===== src/rtl/host_cmd_uart_tx.sv =====
// Host-side UART command serializer: expands one accepted command into its 2-4 byte
// frame list on TX_LINE. Optional inter-byte idle gap compiled in with HOST_CMD_GAP_EN.
module host_cmd_uart_tx (
    input  logic       CLK,
    input  logic       RST,
    input  logic [5:0] Prescale,
    input  logic       PAR_EN,
    input  logic       PAR_TYP,
    input  logic       CMD_VLD,
    input  logic [7:0] CMD_CODE,
    input  logic [7:0] ARG0,
    input  logic [7:0] ARG1,
    input  logic [7:0] ARG2,
    output logic       CMD_RDY,
    output logic       TX_LINE,
    output logic       BUSY,
    output logic       DONE,
    output logic       CMD_ERR,
    output logic [2:0] o_dbg_state
);

    // Handshake: a command is taken on a rising edge where CMD_VLD and CMD_RDY are both
    // high; CMD_RDY is high only in IDLE, so nothing on the inputs matters while busy.
    typedef enum logic [2:0] {
        S_IDLE   = 3'd0,
        S_START  = 3'd1,
        S_DATA   = 3'd2,
        S_PARITY = 3'd3,
        S_STOP   = 3'd4
`ifdef HOST_CMD_GAP_EN
        ,
        S_GAP    = 3'd5
`endif
    } state_t;

    state_t     r_state;
    logic [7:0] r_bytes [4];
    logic [5:0] r_p;
    logic       r_par_en;
    logic       r_par_typ;
    logic [5:0] r_cnt;
    logic [2:0] r_bit_idx;
    logic [1:0] r_byte_idx;
    logic [1:0] r_last_idx;
    logic       r_tx;
    logic       r_busy;
    logic       r_rdy;
    logic       r_done;
    logic       r_err;
`ifdef HOST_CMD_GAP_EN
    logic [6:0] r_gap_cnt;
    logic       w_gap_end;
`endif

    logic       w_legal;
    logic [1:0] w_last_idx;
    logic [5:0] w_p_clamped;
    logic [7:0] w_cur_byte;
    logic       w_bit_end;
    logic       w_parity;
    logic       w_last_byte;

    always_comb begin
        w_legal    = 1'b1;
        w_last_idx = 2'd1;
        case (CMD_CODE)
            8'hAA:   w_last_idx = 2'd2;
            8'hBB:   w_last_idx = 2'd1;
            8'hCC:   w_last_idx = 2'd3;
            8'hDD:   w_last_idx = 2'd1;
            default: w_legal    = 1'b0;
        endcase
    end

    assign w_p_clamped = (Prescale < 6'd4) ? 6'd4 : Prescale;
    assign w_cur_byte  = r_bytes[r_byte_idx];
    assign w_bit_end   = (r_cnt == (r_p - 6'd1));
    assign w_parity    = r_par_typ ? ~(^w_cur_byte) : (^w_cur_byte);
    assign w_last_byte = (r_byte_idx == r_last_idx);
`ifdef HOST_CMD_GAP_EN
    // Gap spans two bit periods, which can exceed the 6-bit bit counter.
    assign w_gap_end   = (r_gap_cnt == ({1'b0, r_p} + {1'b0, r_p} - 7'd1));
`endif

    always_ff @(posedge CLK or negedge RST) begin
        if (!RST) begin
            r_state    <= S_IDLE;
            r_bytes[0] <= 8'h00;
            r_bytes[1] <= 8'h00;
            r_bytes[2] <= 8'h00;
            r_bytes[3] <= 8'h00;
            r_p        <= 6'd4;
            r_par_en   <= 1'b0;
            r_par_typ  <= 1'b0;
            r_cnt      <= 6'd0;
            r_bit_idx  <= 3'd0;
            r_byte_idx <= 2'd0;
            r_last_idx <= 2'd0;
            r_tx       <= 1'b1;
            r_busy     <= 1'b0;
            r_rdy      <= 1'b1;
            r_done     <= 1'b0;
            r_err      <= 1'b0;
`ifdef HOST_CMD_GAP_EN
            r_gap_cnt  <= 7'd0;
`endif
        end else begin
            r_done <= 1'b0;
            r_err  <= 1'b0;
            case (r_state)
                S_IDLE: begin
                    if (CMD_VLD) begin
                        if (w_legal) begin
                            r_bytes[0] <= CMD_CODE;
                            r_bytes[1] <= ARG0;
                            r_bytes[2] <= ARG1;
                            r_bytes[3] <= ARG2;
                            r_p        <= w_p_clamped;
                            r_par_en   <= PAR_EN;
                            r_par_typ  <= PAR_TYP;
                            r_last_idx <= w_last_idx;
                            r_byte_idx <= 2'd0;
                            r_cnt      <= 6'd0;
                            r_tx       <= 1'b0;
                            r_busy     <= 1'b1;
                            r_rdy      <= 1'b0;
                            r_state    <= S_START;
                        end else begin
                            r_err <= 1'b1;
                        end
                    end
                end
                S_START: begin
                    if (w_bit_end) begin
                        r_cnt     <= 6'd0;
                        r_bit_idx <= 3'd0;
                        r_tx      <= w_cur_byte[0];
                        r_state   <= S_DATA;
                    end else begin
                        r_cnt <= r_cnt + 6'd1;
                    end
                end
                S_DATA: begin
                    if (w_bit_end) begin
                        r_cnt <= 6'd0;
                        if (r_bit_idx == 3'd7) begin
                            if (r_par_en) begin
                                r_tx    <= w_parity;
                                r_state <= S_PARITY;
                            end else begin
                                r_tx    <= 1'b1;
                                r_state <= S_STOP;
                            end
                        end else begin
                            r_bit_idx <= r_bit_idx + 3'd1;
                            r_tx      <= w_cur_byte[r_bit_idx + 3'd1];
                        end
                    end else begin
                        r_cnt <= r_cnt + 6'd1;
                    end
                end
                S_PARITY: begin
                    if (w_bit_end) begin
                        r_cnt   <= 6'd0;
                        r_tx    <= 1'b1;
                        r_state <= S_STOP;
                    end else begin
                        r_cnt <= r_cnt + 6'd1;
                    end
                end
                S_STOP: begin
                    if (w_bit_end) begin
                        r_cnt <= 6'd0;
                        if (w_last_byte) begin
                            r_tx    <= 1'b1;
                            r_busy  <= 1'b0;
                            r_rdy   <= 1'b1;
                            r_done  <= 1'b1;
                            r_state <= S_IDLE;
                        end else begin
                            r_byte_idx <= r_byte_idx + 2'd1;
`ifdef HOST_CMD_GAP_EN
                            r_tx      <= 1'b1;
                            r_gap_cnt <= 7'd0;
                            r_state   <= S_GAP;
`else
                            r_tx    <= 1'b0;
                            r_state <= S_START;
`endif
                        end
                    end else begin
                        r_cnt <= r_cnt + 6'd1;
                    end
                end
`ifdef HOST_CMD_GAP_EN
                S_GAP: begin
                    if (w_gap_end) begin
                        r_gap_cnt <= 7'd0;
                        r_cnt     <= 6'd0;
                        r_tx      <= 1'b0;
                        r_state   <= S_START;
                    end else begin
                        r_gap_cnt <= r_gap_cnt + 7'd1;
                    end
                end
`endif
                default: begin
                    r_tx    <= 1'b1;
                    r_busy  <= 1'b0;
                    r_rdy   <= 1'b1;
                    r_state <= S_IDLE;
                end
            endcase
        end
    end

    assign CMD_RDY     = r_rdy;
    assign TX_LINE     = r_tx;
    assign BUSY        = r_busy;
    assign DONE        = r_done;
    assign CMD_ERR     = r_err;
    assign o_dbg_state = r_state;

endmodule


===== config.mk =====
export PLATFORM = sky130hd
export DESIGN_NAME = host_cmd_uart_tx
export DESIGN_NICKNAME = d
export VERILOG_FILES = /design/src/rtl/host_cmd_uart_tx.sv
export SDC_FILE = /design/constraint.sdc
export NUM_CORES = 1
export LEC_CHECK = 0
export CORE_UTILIZATION = 38
export CTS_BUF_LIST = sky130_fd_sc_hd__clkbuf_4 sky130_fd_sc_hd__clkbuf_8
export DETAILED_ROUTE_END_ITERATION = 8
export HOLD_SLACK_MARGIN = 0.02
export SLEW_MARGIN = 25
export SYNTH_ARGS = -nofsm -noshare
export SYNTH_HDL_FRONTEND = slang
export SYNTH_SLANG_ARGS = --single-unit

===== constraint.sdc =====
create_clock -name CLK -period 2.7 [get_ports CLK]
set_input_delay 0.54 -clock CLK [delete_from_list [all_inputs] [get_ports CLK]]
set_output_delay 0.54 -clock CLK [all_outputs]
set_load 0.02 [all_outputs]

# --- After elaboration in Yosys (flattened, before gate mapping) ---
# Index checks and enable logic that the tools add are counted.
totals:
  in_bits: 43
  register_bits: 61
  output_inout_bits: 8
  wordCells: 118
op_classes:
  magnitude_cmp: 3
  n_eq_ne: 21
  mux: 55
  bitwise: 3
  n_addsub: 4
  reduce_logical: 15
ops:
  columns: ["cell", "n"]
  rows:
  - ["$mux 3", 11]
  - ["$eq 8x8->1 const B", 4]
  - ["$mux 1", 24]
  - ["$mux 6", 4]
  - ["$ne 2x2->1 const B", 10]
  - ["$bmux 8 s2", 1]
  - ["$mux 8", 2]
  - ["$pmux 3 s5", 1]
  - ["$pmux 6 s2", 1]
  - ["$reduce_and 5->1", 2]
  - ["$mux 2", 4]
  - ["$pmux 2 s2", 2]
  - ["$reduce_or 4->1", 2]
  - ["$reduce_xor 8->1", 1]
  - ["$reduce_and 7->1", 1]
  - ["$add 6x1->6 const B", 1]
  - ["$eq 3x2->1 const B", 2]
  - ["$eq 3x3->1 const B", 2]
  - ["$eq 6x6->1", 1]
  - ["$lt 6x3->1 const B", 1]
  - ["$pmux 1 s3", 2]
  - ["$pmux 3 s2", 1]
  - ["$reduce_and 3->1", 2]
  - ["$reduce_and 6->1", 1]
  - ["15 further kinds", 18]

# --- Logic depth before layout (Yosys ltp) ---
depth:
  word_depth: 11
  depth_mapped: 8
  mapped_depth_nobuf: 8

# --- Worst setup path before layout ---
# Ideal clock, no wire load.
synth_path:
  path_kind: "flip-flop to flip-flop"
  startpoint: "reg r_p[0]"
  endpoint: "reg r_bit_idx[0]"
  synth_period_minus_slack_ns: 2.225
  setup_ns: 0.128
  arrival_ns: 2.098
  path_stages_with_launch: 9
  setup_slack_ns: 0.475
  cell_sequence: "dfrtp_1 > inv_1 > ha_1 > nand2b_1 > o21bai_1 > a311oi_4 > nand2_2 > or3_1 > mux2_1"
synth_via:
  elab_chain_cells: 4
  word_cells_on_any_way: 5
  classes_between: "1 x add/sub; 3 x eq/ne; 1 x reduce/logical"
synth_rtl:
  columns: ["element", "line", "rtl"]
  rows:
  - ["start, declared", "38", "logic [5:0] r_p;"]
  - ["start signal, assigned", "118", "r_p <= w_p_clamped;"]
  - ["$sub 6x1->6 (*)", "77", "assign w_bit_end = (r_cnt == (r_p - 6'd1));"]
  - ["$eq 6x6->1 (*)", "77", null]
  - ["$ne 2x2->1 (no line)", null, null]
  - ["$reduce_and 4->1 (no line) (*)", null, null]
  - ["end signal, assigned", "155", "r_bit_idx <= r_bit_idx + 3'd1;"]
  - ["end, declared", "42", "logic [2:0] r_bit_idx;"]
# Every way passes the cells marked *; elsewhere a longest branch is shown, timed or not.
# A chain may end at the register's enable or synchronous reset.

# --- Final worst setup path ---
layout_path:
  startpoint: "in CMD_CODE[5]"
  endpoint: "reg r_cnt[4]"
layout_via:
  elab_chain_cells: 5
  word_cells_on_any_way: 8
  classes_between: "5 x eq/ne; 1 x mux; 2 x reduce/logical"
layout_rtl:
  columns: ["element", "line", "rtl"]
  rows:
  - ["start, declared", "10", "input logic [7:0] CMD_CODE,"]
  - ["$eq 8x8->1", "66", "case (CMD_CODE)"]
  - ["$reduce_or 4->1 (no line) (*)", null, null]
  - ["$mux 1 (*)", "66", null]
  - ["$ne 2x2->1 (no line) (*)", null, null]
  - ["$reduce_and 3->1 (no line) (*)", null, null]
  - ["end signal, assigned", "140", "r_cnt <= r_cnt + 6'd1;"]
  - ["end signal, assigned", "159", "r_cnt <= r_cnt + 6'd1;"]
  - ["end signal, assigned", "168", "r_cnt <= r_cnt + 6'd1;"]
  - ["end, declared", "41", "logic [5:0] r_cnt;"]
# Marks and branches as above.

==> metrics <==
GP Congestion 0.774; critical path's top delay family simple AND/OR/NAND/NOR gates; Clk Latency, worst-skew pair 0.35 ns; Max H-tree Level 3; n_diodes 0; relative slew slack 56.5%; crit-path max cell delay 0.44 ns; # rows 33; wire length per cell 13.7 microns; Starting Density 39.8%; Remaining DRCs 0; global route total overflow 0; nets 465; slowest stage cell, crit path clkdlybuf4s50_1; CTS tree built; crit path capture type flop; HP Class input port to async pin; gr usage total 18.3%; vias in the first global route 2659; FFs w/ async S/R, synth 100%; CP Launch Type input port; Clock Path Buffers 2; critical path data required time 2.93 ns; Lkg Pwr 1.97 nW; post-layout minimum cycle time 2.42 ns; Synth Area in XOR/XNOR 6.33%; io pins 51; top_reg_cell synth dfrtp_1; combinational family with the most area after synthesis simple AND/OR/NAND/NOR gates; Synth top cells by count 110 x nand2_1, 58 x dfrtp_1, 18 x nor2_1; worst vdd ir 220 uV; CP arrival 2.64 ns; f_max 414 MHz; crit-path max FO 6; chip height 95.4 microns; Mapped Area 3320 sq um; post-CTS setup buffer count 0; top cell type's share of synthesized area 43.7%; Antenna Nets Post-Route 0; CTS buffer count 9; Synth Area in Compound Gates 9.88%; Layout area overhead 26.4%; final worst setup slack 0.283 ns; post-synth top area cell dfrtp_1; crit-path cells clkdlybuf4s50_1, nand4bb_1, a2111oi_0, buf_4, and2b_1, nor4b_1, xnor2_1, nor2_1; Ys Warns 0; Final Cycle Share 89.5%; dpl hpwl 5380 microns; unrepaired setup endpoints after global routing no; global-route wire length before repair 12700 microns; WP buf/inv 2; Root Driver clkbuf_8; top-count cell post-synth nand2_1; number of gates resized after cts 0; WS Path Type input port to flop; Mean Syn Cell Area 9.32 sq um; share of cells above drive strength 1 12.1%; Final setup viols 0; EDFF count, synth 0; register area share after synthesis 46.1%; clock-pin slew on the worst setup and hold paths 0.07 ns; worst slack at placement -0.0618 ns; Slew @ Worst Pin 0.652 ns; Die Footprint 9110 sq um; wirelength, routed 7210 microns; port bufs 50; First DRT Iteration DRCs 81; fin. max-slew vios 0; cell area after placement 4030 sq um; core region area 8340 sq um; Power Dens Cells 405 nW/um^2; Vias 2678; top cells by area, synth dfrtp_1 44%, nand2_1 12%, mux4_2 5.4%; mux contribution to synthesized area 9.80%; synthesized flop and latch total 61; Post-Synth Adder-Cell Area 1.51%; cells after synthesis 356; Detailed Routing Iterations Pass 1 4; hold_buf cts 0; Chip Width 95.4 microns; maxcap violations 0; Layout Skew 0.00943 ns; final hold viol count 0; post-synthesis simple-gate area fraction 22.6%; status finished clean; final instance area 4190 sq um; Synth cell types 51; initial antenna violation count 0; largest net degree at the start of global routing 41; Vias/cell 5.08; Num Clock Sinks 61; Synth Net Count 403
==> registers in the layout, indices dropped and copies added (netlist names) <==
| name | count |
|---|---|
| r_bytes | 32 |
| r_p | 6 |
| DONE | 1 |
| BUSY | 1 |
| CMD_RDY | 1 |
| CMD_ERR | 1 |
| r_bit_idx | 3 |
| r_last_idx | 2 |
| r_byte_idx | 2 |
| o_dbg_state | 3 |
| TX_LINE | 1 |
| r_par_en | 1 |
| r_par_typ | 1 |
| r_cnt | 6 |
==> placed cells by master, fill, tap and decap left out, types with 4 or more instances in the layout <==
master / count
mux2i_1: 10
clkbuf_8: 10
clkdlybuf4s50_1: 49
a21oi_1: 10
nand2_1: 110
o21ai_0: 8
dfrtp_1: 58
nand2b_1: 5
nor3_1: 5
buf_4: 15
mux4_2: 8
and3_1: 4
clkinv_2: 4
inv_1: 14
xnor2_1: 12
xor2_1: 12
o21ai_1: 5
nand3_1: 7
ha_1: 4
nor2_1: 18
==> through the flow <==
step / setup TNS, ns / std cells / utilization (%) / hold WS [ns] / total power [mW]
CTS: 0 / 527 / 50.3 / 0.235 / 1.73
finish: 0 / 527 / 50.3 / 0.213 / 1.70
global placement: -0.0309 / 512 / 48.3 / 0.454 / 1.02
global route: 0 / 527 / 50.3 / 0.248 / 1.77
detailed placement: -0.156 / 512 / 48.3 / 0.464 / 1.02
floorplan: 0 / 356 / - / 0.244 / 0.937
==> worst register-to-register path, delay by kind of cell, from the launching register on <==
kind / cells / cell delay, ns
and+or+nand+nor: 2 / 0.28
muxes: 1 / 0.54
AOI/OAI and AO/OA: 3 / 0.68
buffers and inverters: 1 / 0.29
DFF: 1 / 0.48
==> cell families (layout without fill, tap and decap cells) <==
kind of cell,count (synthesis),in the layout
and+or+nand+nor,169,169
DFF,61,61
AOI/OAI and AO/OA,46,46
buffers and inverters,30,96
xor gates and xnor gates,24,24
muxes,22,22
adders and majority gates,4,4
==> final timing paths <==
| check | startpoint | end | slack, ns | depth (start not counted) |
|---|---|---|---|---|
| max | CMD_CODE[5] | r_cnt[4]$_DFFE_PN0P_ | 0.28 | 8 |
| min | RST | CMD_ERR$_DFF_PN0_ | 0.21 | 1 |
| max reg2reg | r_byte_idx[0]$_DFFE_PN0P_ | TX_LINE$_DFFE_PN1P_ | 0.36 | 7 |
| min reg2reg | r_bytes[20]$_DFFE_PN0P_ | r_bytes[20]$_DFFE_PN0P_ | 0.47 | 2 |
| max in group asynchronous | RST | r_bytes[13]$_DFFE_PN0P_ | 1.87 | 2 |
| min in group CLK | r_bytes[20]$_DFFE_PN0P_ | r_bytes[20]$_DFFE_PN0P_ | 0.47 | 2 |
==> metal layers <==
| layer | part of all wire, % | global-route usage [%] |
|---|---|---|
| met5 | 0 | 0 |
| met4 | 1.4 | 4.85 |
| met3 | 5.1 | 5.34 |
| met2 | 43 | 26.8 |
| met1 | 51 | 26.4 |
==> power by group <==
part | leakage (nW) | switching [mW] | internal, mW
registers | 0.790 | 0 | 0.914
clock network | 0.0877 | 0.348 | 0.345
logic | 1.09 | 0.0315 | 0.0603
==> final cells by class <==
cell class                      instances  area, sq um
Clock inverter                          5         27.5
Sequential cell                        61         1530
Clock buffer                           10          138
Tap cell                              105          131
Inverter                               14         52.6
Fill cell                             825         4150
Timing Repair Buffer                   67          648
Multi-Input combinational cell        265         1670
No activity file was read; power rests on OpenSTA's default activity.
